--- config.mk ---
export PLATFORM = sky130hd
export DESIGN_NAME = tree_channel_merger_flat
export DESIGN_NICKNAME = d
export VERILOG_FILES = /design/src/rtl/tree_channel_merger_pkg.sv /design/src/rtl/tree_channel_merger_if.sv /design/src/rtl/tree_channel_merger_rr_arbiter.sv /design/src/rtl/tree_channel_merger.sv /design/src/flat_wrapper.sv
export SDC_FILE = /design/constraint.sdc
export NUM_CORES = 1
export LEC_CHECK = 0
export ABC_AREA = 1
export BUFFER_PORTS_ARGS = -buffer_cell sky130_fd_sc_hd__buf_2
export CORE_MARGIN = 2
export CORE_UTILIZATION = 47
export CTS_CLUSTER_DIAMETER = 150
export DETAILED_ROUTE_END_ITERATION = 10
export PLACE_DENSITY = 0.79
export SYNTH_ARGS = -nofsm -noshare
export SYNTH_HDL_FRONTEND = slang
export SYNTH_SLANG_ARGS = --single-unit
--- constraint.sdc ---
create_clock -name clk -period 4.05 [get_ports clk]
set_input_delay 0.405 -clock clk [delete_from_list [all_inputs] [get_ports clk]]
set_output_delay 0.405 -clock clk [all_outputs]
set_load 0.01 [all_outputs]
--- src/rtl/tree_channel_merger_pkg.sv ---
// rtl/tree_channel_merger_pkg.sv - shared width helpers and message field extraction for the channel selector/merger pair.
package tree_channel_merger_pkg;

  localparam int DEFAULT_PER_DIMENSION_WIDTH = 4;
  localparam int DEFAULT_CHANNEL_COUNT       = 5;
  localparam int DEFAULT_PAYLOAD_WIDTH       = 8;

  function automatic int address_width(input int per_dimension_width);
    return 2 * per_dimension_width;
  endfunction

  function automatic int channel_width(input int channel_count);
    return (channel_count > 1) ? $clog2(channel_count) : 1;
  endfunction

  function automatic int msg_width(input int per_dimension_width, input int payload_width);
    return address_width(per_dimension_width) + payload_width;
  endfunction

  // Messages are {target, payload}; callers zero-extend into 64 bits so one helper serves every width.
  function automatic logic [31:0] target_of(input logic [63:0] msg, input int addr_width,
                                            input int payload_width);
    return 32'((msg >> payload_width) & ((64'd1 << addr_width) - 64'd1));
  endfunction

  function automatic logic [31:0] payload_of(input logic [63:0] msg, input int payload_width);
    return 32'(msg & ((64'd1 << payload_width) - 64'd1));
  endfunction

endpackage

--- src/rtl/tree_channel_merger_if.sv ---
// rtl/tree_channel_merger_if.sv - incoming channel bundle plus outgoing local stream of the merger.
interface tree_channel_merger_if
  import tree_channel_merger_pkg::*;
#(
  parameter int PER_DIMENSION_WIDTH = DEFAULT_PER_DIMENSION_WIDTH,
  parameter int CHANNEL_COUNT       = DEFAULT_CHANNEL_COUNT,
  parameter int PAYLOAD_WIDTH       = DEFAULT_PAYLOAD_WIDTH
);
  localparam int ADDRESS_WIDTH = address_width(PER_DIMENSION_WIDTH);
  localparam int CHANNEL_WIDTH = channel_width(CHANNEL_COUNT);
  localparam int MSG_WIDTH     = msg_width(PER_DIMENSION_WIDTH, PAYLOAD_WIDTH);

  logic [ADDRESS_WIDTH-1:0]           local_address;
  logic [CHANNEL_COUNT*MSG_WIDTH-1:0] in_data;
  logic [CHANNEL_COUNT-1:0]           in_valid;
  logic [CHANNEL_COUNT-1:0]           in_ready;
  logic [MSG_WIDTH-1:0]               out_data;
  logic [CHANNEL_WIDTH-1:0]           out_src_idx;
  logic                               out_is_local;
  logic                               out_valid;
  logic                               out_ready;

  modport slave (
    input  local_address, in_data, in_valid, out_ready,
    output in_ready, out_data, out_src_idx, out_is_local, out_valid
  );

  modport master (
    output local_address, in_data, in_valid, out_ready,
    input  in_ready, out_data, out_src_idx, out_is_local, out_valid
  );
endinterface

--- src/rtl/tree_channel_merger_rr_arbiter.sv ---
// rtl/tree_channel_merger_rr_arbiter.sv - round-robin arbiter; the pointer wraps explicitly so N need not be a power of 2.
module rr_arbiter #(
  parameter int N = 5,
  parameter int W = 3
) (
  input  logic         clk,
  input  logic         reset,
  input  logic [N-1:0] req,
  input  logic         advance,
  output logic [N-1:0] grant,
  output logic [W-1:0] grant_idx,
  output logic         grant_valid
);
  logic [W-1:0] ptr;
  logic [W-1:0] scan_idx;
  int           scan_pos;

  always_comb begin
    grant_idx   = '0;
    grant_valid = 1'b0;
    scan_pos    = 0;
    scan_idx    = '0;
    for (int k = 0; k < N; k++) begin
      scan_pos = int'(ptr) + k;
      if (scan_pos >= N) scan_pos = scan_pos - N;
      scan_idx = W'(scan_pos);
      if (!grant_valid && req[scan_idx]) begin
        grant_valid = 1'b1;
        grant_idx   = scan_idx;
      end
    end
    grant = grant_valid ? (N'(1) << grant_idx) : '0;
  end

  always_ff @(posedge clk or posedge reset) begin
    if (reset) begin
      ptr <= '0;
    end else if (advance) begin
      ptr <= (grant_idx == W'(N - 1)) ? '0 : grant_idx + 1'b1;
    end
  end
endmodule

--- src/rtl/tree_channel_merger.sv ---
// rtl/tree_channel_merger.sv - merges incoming channels round-robin into a 2-entry tagged FIFO with a local-address flag.
module tree_channel_merger
  import tree_channel_merger_pkg::*;
#(
  parameter int PER_DIMENSION_WIDTH = DEFAULT_PER_DIMENSION_WIDTH,
  parameter int CHANNEL_COUNT       = DEFAULT_CHANNEL_COUNT,
  parameter int PAYLOAD_WIDTH       = DEFAULT_PAYLOAD_WIDTH
) (
  input logic                  clk,
  input logic                  reset,
  tree_channel_merger_if.slave bus
);
  localparam int ADDRESS_WIDTH = address_width(PER_DIMENSION_WIDTH);
  localparam int CHANNEL_WIDTH = channel_width(CHANNEL_COUNT);
  localparam int MSG_WIDTH     = msg_width(PER_DIMENSION_WIDTH, PAYLOAD_WIDTH);

  typedef struct packed {
    logic [MSG_WIDTH-1:0]     data;
    logic [CHANNEL_WIDTH-1:0] src;
    logic                     is_local;
  } entry_t;

  logic [CHANNEL_COUNT-1:0] grant;
  logic [CHANNEL_WIDTH-1:0] grant_idx;
  logic                     grant_valid;
  logic [1:0]               count;
  entry_t                   head, tail, incoming;
  logic [MSG_WIDTH-1:0]     granted_msg;
  logic                     space, push, pop;

  assign space = (count < 2'd2) || ((count == 2'd2) && bus.out_ready);
  assign push  = space && grant_valid && !reset;
  assign pop   = (count != 2'd0) && bus.out_ready;
  assign bus.in_ready = push ? grant : '0;

  rr_arbiter #(.N(CHANNEL_COUNT), .W(CHANNEL_WIDTH)) u_arb (
    .clk        (clk),
    .reset      (reset),
    .req        (bus.in_valid),
    .advance    (push),
    .grant      (grant),
    .grant_idx  (grant_idx),
    .grant_valid(grant_valid)
  );

  // One-hot grant makes the OR-reduction a clean mux without a variable part-select.
  always_comb begin
    granted_msg = '0;
    for (int i = 0; i < CHANNEL_COUNT; i++) begin
      if (grant[i]) granted_msg = granted_msg | bus.in_data[i*MSG_WIDTH +: MSG_WIDTH];
    end
    incoming.data     = granted_msg;
    incoming.src      = grant_idx;
    incoming.is_local = target_of(64'(granted_msg), ADDRESS_WIDTH, PAYLOAD_WIDTH)
                        == 32'(bus.local_address);
  end

  always_ff @(posedge clk or posedge reset) begin
    if (reset) begin
      count <= 2'd0;
      head  <= '0;
      tail  <= '0;
    end else begin
      case ({push, pop})
        2'b10: begin
          if (count == 2'd0) head <= incoming;
          else               tail <= incoming;
          count <= count + 2'd1;
        end
        2'b01: begin
          head  <= tail;
          count <= count - 2'd1;
        end
        // With one entry the popped head is replaced directly; with two the tail advances.
        2'b11: begin
          if (count == 2'd1) begin
            head <= incoming;
          end else begin
            head <= tail;
            tail <= incoming;
          end
        end
        default: ;
      endcase
    end
  end

  assign bus.out_valid    = (count != 2'd0);
  assign bus.out_data     = head.data;
  assign bus.out_src_idx  = head.src;
  assign bus.out_is_local = head.is_local;
endmodule

--- src/flat_wrapper.sv ---
// flat-port wrapper written by rule: the top's interface ports become plain ports
module tree_channel_merger_flat import tree_channel_merger_pkg::*;
#(
  parameter int PER_DIMENSION_WIDTH = DEFAULT_PER_DIMENSION_WIDTH,
  parameter int CHANNEL_COUNT       = DEFAULT_CHANNEL_COUNT,
  parameter int PAYLOAD_WIDTH       = DEFAULT_PAYLOAD_WIDTH
)
  (clk, reset, bus_local_address, bus_in_data, bus_in_valid, bus_out_ready, bus_in_ready, bus_out_data, bus_out_src_idx, bus_out_is_local, bus_out_valid);
  tree_channel_merger_if #(.PER_DIMENSION_WIDTH(PER_DIMENSION_WIDTH), .CHANNEL_COUNT(CHANNEL_COUNT), .PAYLOAD_WIDTH(PAYLOAD_WIDTH)) bus_i ();
  input logic clk;
  input logic reset;
  input wire logic [$bits(bus_i.local_address)-1:0] bus_local_address;
  input wire logic [$bits(bus_i.in_data)-1:0] bus_in_data;
  input wire logic [$bits(bus_i.in_valid)-1:0] bus_in_valid;
  input wire logic [$bits(bus_i.out_ready)-1:0] bus_out_ready;
  output wire logic [$bits(bus_i.in_ready)-1:0] bus_in_ready;
  output wire logic [$bits(bus_i.out_data)-1:0] bus_out_data;
  output wire logic [$bits(bus_i.out_src_idx)-1:0] bus_out_src_idx;
  output wire logic [$bits(bus_i.out_is_local)-1:0] bus_out_is_local;
  output wire logic [$bits(bus_i.out_valid)-1:0] bus_out_valid;
  assign bus_i.local_address = bus_local_address;
  assign bus_i.in_data = bus_in_data;
  assign bus_i.in_valid = bus_in_valid;
  assign bus_i.out_ready = bus_out_ready;
  assign bus_in_ready = bus_i.in_ready;
  assign bus_out_data = bus_i.out_data;
  assign bus_out_src_idx = bus_i.out_src_idx;
  assign bus_out_is_local = bus_i.out_is_local;
  assign bus_out_valid = bus_i.out_valid;
  tree_channel_merger #(.PER_DIMENSION_WIDTH(PER_DIMENSION_WIDTH), .CHANNEL_COUNT(CHANNEL_COUNT), .PAYLOAD_WIDTH(PAYLOAD_WIDTH)) u_core (.clk(clk), .reset(reset), .bus(bus_i));
endmodule
==> results of run 1 <==
how the worst min path moves through the flow:
| stage | start | end | slack (ns) | depth (start not counted) |
|---|---|---|---|---|
| floorplan | u_core.tail[10] | u_core.tail[10] | 0.45 | 2 |
| global placement | u_core.tail[5] | u_core.tail[5] | 0.46 | 2 |
| detailed placement | u_core.tail[13] | u_core.tail[13] | 0.47 | 2 |
| CTS | reset | u_core.tail[17] | 0.38 | 2 |
| global route | bus_in_data[66] | u_core.tail[6] | 0.42 | 3 |
| finish | reset | u_core.u_arb.ptr[0] | 0.34 | 2 |
per-stage QoR:
| stage | hold WS [ns] | setup TNS, ns | setup WS [ns] | instances | area (sq um) |
|---|---|---|---|---|---|
| floorplan | 0.4492 | 0 | 0.01832 | 541 | 3791 |
| global placement | 0.4628 | -0.08340 | -0.06615 | 780 | 4708 |
| detailed placement | 0.4741 | -1.966 | -0.2597 | 780 | 4708 |
| CTS | 0.3770 | -0.007464 | -0.007464 | 790 | 4878 |
| global route | 0.4230 | -1.012 | -0.2161 | 808 | 5286 |
| finish | 0.3425 | -0.01734 | -0.01734 | 808 | 5286 |
layout by cell type (no fill, tap or decap), types with 2 or more instances in the layout:
master / instances
xnor2_1: 2
nand4_1: 6
nand3_1: 33
inv_4: 3
inv_1: 38
dfrtp_1: 43
a21oi_1: 36
o21ai_1: 13
buf_2: 121
a31oi_1: 2
nand2_2: 27
buf_12: 4
ha_1: 12
o21ai_2: 6
a22oi_1: 7
inv_2: 15
a221oi_2: 5
xor2_1: 2
a21oi_4: 3
nor2_1: 29
o21a_1: 5
nor2_4: 9
o211ai_1: 2
nand2_4: 5
ha_4: 6
nor3_1: 7
nor2_2: 10
nor3_2: 3
o21ai_0: 32
buf_4: 45
clkbuf_8: 6
nand3_2: 15
nand2_1: 130
dfrtp_2: 2
a21oi_2: 3
buf_6: 4
routing by layer:
metal / track usage, % / part of all wire (%)
met1: 35.24 / 42
met2: 42.86 / 49
met3: 3.451 / 7.4
met4: 6.643 / 1.6
met5: 0 / 0
area by class of cell:
cell class              instances  area, sq um  area share, %
multi-input cells             423         2654          50.20
flip-flops and latches         45         1129          21.35
repair buffers                174         1069          20.21
inverters                      57        221.5          4.189
well taps                     102        127.6          2.414
clock buffers                   7        86.33          1.633
state kept, by name, summed over array words and instances, names as in the netlist:
| register | cells |
|---|---|
| u_core.tail | 20 |
| u_core.bus.out_data | 16 |
| u_core.bus.out_src_idx | 3 |
| u_core.u_arb.ptr | 3 |
| u_core.count | 2 |
| u_core.bus.out_is_local | 1 |
critical path, delay by kind of cell, from the launching register on:
family	cells	cell delay, ns
buffers and inverters	7	0.76
DFF	1	0.42
and+or+nand+nor	14	1.51
AOI/OAI and AO/OA	6	0.66
adders and majority gates	3	0.67
logic make-up (layout without fill, tap and decap cells):
kind of cell,Yosys count,in the layout
flops,45,45
compound gates,119,119
xor+xnor,5,5
buf+inv,74,238
fa+ha+maj,20,20
simple gates,278,279
timing repair:
item                       CTS  global route
cloned                       0             1
hold buffers                 0             0
resized for setup           21            66
setup endpoints to repair   26            42
buffers inserted             3            17
pin swaps                    5            36
==> results.yml, run 1 <==
finish:
  fillers: 632
  fin_util_pct: 68.06
  diodes: 0
  syn2layout_area_growth_pct: 39.44
  drive_gt1_share_pct: 42.63
  nets: 822
logic_synthesis:
  avgSynthCellArea_sq_um: 7.008
  synth_warnings: 0
  netlist_area_sq_um: 3791
  synthDominantCellAreaShare_pct: 29.70
  yosysTopAreaCell: "dfrtp_1"
  synth_compound_area_share_pct: 18.18
  synth_top_family_by_area: "simple AND/OR/NAND/NOR gates"
  synth.yosys.seq_area_share_pct: 29.70
  synth_mux_area_share_pct: 0
  synth-xor-area-share_pct: 1.353
  yosys-top-cells-area: "dfrtp_1 (30%), nand2_1 (14%), ha_1 (6.3%)"
  syn_inst: 541
  synth_edf_count: 0
  yosys.area_share.simple_pct: 35.48
  ys_types: 41
  ys_ff_latch: 45
  synth_adder_area_share_pct: 6.799
  yosys-top-cells-count: "nand2_1 (142), inv_1 (48), dfrtp_1 (45), nand3_1 (41), a21oi_1 (39)"
  synth-main-ff-cell: "dfrtp_1"
  async_reset_ff_share_pct: 100.0
  yosysMostFrequentCell: "nand2_1"
  synth_fp_nets: 657
grt:
  grt_usage_pct: 25.70
  antenna_found_initial: 0
  grt_first_pass_wirelength_um: 18330
  grt_max_degree: 46
  overflow: 0
  first_global_vias: 4008
clock_network:
  clk-insertion-delay-late_ns: 0.30
  cts_tree: "yes"
  clk_pin_slew_ns: 0.09
  cts_buffers: 5
  clock_path_buffers: 2
  htreeDepth: 2
  clock_sinks: 45
  clockRootBuffer: "clkbuf_8"
worst_setup_path:
  cp-end-kind: "flip-flop"
  reg2reg_slack_ns: -0.02
  crit_end: "u_core.bus.out_is_local"
  crit_type: "reg2reg"
  r2r-start: "u_core.u_arb.ptr[0]"
  crit_path_frequent_cell: "nand2_1"
  required_ns: 4.28
  regToRegEndpoint: "u_core.bus.out_is_local"
  startpoint_type: "flip-flop"
  worst_r2r_path_depth: 30
  crit_path_max_fanout: 8
  critPathSlowestCell: "dfrtp_1"
  max_stage_delay_ns: 0.42
  cp-startpoint: "u_core.u_arb.ptr[0]"
  worstPathArrival_ns: 4.30
outcome:
  violations: "setup timing"
  status: "finished, violations left"
sta:
  finalSetupViolations: 1
  fmax_mhz: 245.9
  finalCriticalPeriod_ns: 4.067
  max_slew_margin_pct: 36.72
  worst_pin_slew_ns: 0.9478
  skew_ns: 0.007144
  fin_crit_sh_pct: 100.4
  rsz0062_at_grt: "yes"
  final_max_slew_viol_count: 0
  worst_slack_ns: -0.01734
  hold_viol: 0
placement:
  gp_congestion: 0.9735
  hpwlAfterDp_um: 8986
  port_buffers: 121
route:
  final_antenna_net_count: 0
  vias: 4389
  drt_iter0_drc: 321
  drt-pass1-iter-count: 5
  wl_per_cell_um: 15.54
  detail_route.vias_per_cell: 5.432
  drc_errors: 0
  wirelength_um: 12550
floorplanning:
  initial_utilization_pct: 48.81
  die_y_um: 93.81
  fp.dieW_um: 93.81
  design.die.area_sq_um: 8800
  rows: 32
  placeableCoreArea_sq_um: 7767
  ioPinCount: 122
run:
  cap_viol_max_count: 0
hold_path:
  hold_path.class: "in2async"
Power of run 1 is left out: the tool's default activity adds up to more than one toggle a clock period on the data nets, which glitch-free logic cannot reach.
==> run 2: changes to the inputs <==
- MAX_ROUTING_LAYER: default -> met4
- SETUP_SLACK_MARGIN: default -> 0.2
==> run 2 against run 1 <==
  * The run still ends with setup timing left
  * Cell count increased by 1.2%
  * Critical path depth unchanged
  * First-iteration DRC count decreased by 26%
  * Die area unchanged
  * Setup slack improved by 0.013 ns
  * Count of clock-buffer cells in the layout unchanged
  * Worst hold slack got worse by 0.0029 ns
  * Critical path type unchanged
==> results.yml, run 2 (synthesis gave the netlist of run 1 again) <==
outcome:
  status: "finished, violations left"
  violations: "setup timing"
clock_network:
  cts_buffers: 5
  cts_tree: "yes"
  hold_buffers: 0
  clockRootBuffer: "clkbuf_8"
  clock_sinks: 45
  clk_pin_slew_ns: 0.09
  clock_path_buffers: 2
  clk-insertion-delay-late_ns: 0.30
  htreeDepth: 2
finish:
  nets: 831
  drive_gt1_share_pct: 44.27
  fillers: 570
  diodes: 0
  largest_register_ff_count: 20
  fin_util_pct: 71.91
  top_register: "u_core.tail"
  layout_commonest_cell: "nand2_1"
  multi_input_area_sq_um: 2783
  syn2layout_area_growth_pct: 47.33
  seqCellArea_sq_um: 1127
  final_cell_mix: "nand2_1 (130), buf_2 (120), buf_4 (46), dfrtp_1 (44), inv_1 (39)"
route:
  vias: 4416
  wl_per_cell_um: 15.19
  drt-pass1-iter-count: 5
  final_antenna_net_count: 0
  wirelength_um: 12430
  drc_errors: 0
  detail_route.vias_per_cell: 5.399
  drt_iter0_drc: 238
sta:
  finalCriticalPeriod_ns: 4.054
  fmax_mhz: 246.7
  finalSetupViolations: 1
  fin_crit_sh_pct: 100.1
  final_max_slew_viol_count: 0
  max_slew_margin_pct: 39.15
  rsz0062_at_grt: "yes"
  skew_ns: 0.008124
  whs_ns: 0.3396
  fin_setup_tns_ns: -0.003900
  hold_viol: 0
  worst_slack_ns: -0.003900
  worst_pin_slew_ns: 0.9114
floorplanning:
  rows: 32
  initial_utilization_pct: 48.81
  design.die.area_sq_um: 8800
  die_y_um: 93.81
  ioPinCount: 122
  fp.dieW_um: 93.81
  placeableCoreArea_sq_um: 7767
grt:
  overflow: 0
  grt_first_pass_wirelength_um: 17680
  grt_usage_pct: 25.84
  antenna_found_initial: 0
  grt_max_degree: 46
  first_global_vias: 3814
worst_setup_path:
  crit_type: "reg2reg"
  worstPathArrival_ns: 4.29
  required_ns: 4.29
  critPathSlowestCell: "dfrtp_1"
  reg2reg_slack_ns: -0.004
  crit_path_max_fanout: 7
  cp-end-kind: "flip-flop"
  max_stage_delay_ns: 0.43
  startpoint_type: "flip-flop"
  worst_r2r_path_depth: 30
placement:
  port_buffers: 121
  hpwlAfterDp_um: 8768
  gp_congestion: 0.8892
  pre_cts_slack_ns: -0.02680
hold_path:
  hold_path.class: "in2async"
run:
  cap_viol_max_count: 0
run 2: changes by cell type in the layout (fill, tap and decap cells not counted), moves of 3 or more:
cell and delta:
buf_12 +4, buf_6 +5, nand2_2 -5, nand2_4 +6
nor2_2 -4, nor2_4 +4, nor3_4 +3
run 2: critical path: cells and delay by family, from the launching register on:
family	cells	cell delay, ns
buffers and inverters	5	0.46
and+or+nand+nor	15	1.59
AOI/OAI and AO/OA	6	0.72
DFF	1	0.43
adders and majority gates	4	0.79
run 2: worst paths after layout:
path                                           end                start
setup / recovery           u_core.bus.out_is_local  u_core.u_arb.ptr[0]
setup reg to reg           u_core.bus.out_is_local  u_core.u_arb.ptr[0]
hold reg to reg                    u_core.tail[10]      u_core.tail[10]
max in group asynchronous      u_core.u_arb.ptr[2]                reset
min in group clk                    u_core.tail[6]      bus_in_data[66]
hold / removal              u_core.bus.out_data[4]                reset
run 2: through the flow:
| step | area (sq um) | cells |
|---|---|---|
| floorplan | 3815 | 541 |
| global placement | 4797 | 787 |
| detailed placement | 4797 | 787 |
| CTS | 5041 | 802 |
| global route | 5585 | 818 |
| finish | 5585 | 818 |
run 2: what timing repair did:
item | 4_1_cts | 5_1_grt
setup buffers | 6 | 16
pin swaps | 7 | 33
endpoints found under the hold margin | 0 | 0
resized for setup | 21 | 85
endpoints found under the setup margin | 26 | 40
gates cloned | 1 | 0
run 2: metal layers:
layer / routed length (um) / global-route usage [%] / vias to the layer above
met1: 5230 / 33.91 / 2065
li1: - / - / 2151
met4: 137 / 5.072 / 0
met2: 6290 / 42.98 / 182
met3: 770 / 3.852 / 18
met5: 0 / - / -
run 2: final cells by class:
type,instances,share of cell area [%]
Multi-Input combinational cell,423,49.82
Timing Repair Buffer,183,21.62
Sequential cell,45,20.18
Inverter,57,4.010
Tap cell,102,2.285
Clock buffer,7,1.546
Clock inverter,1,0.5376
Power of run 2 is left out for the same reason.
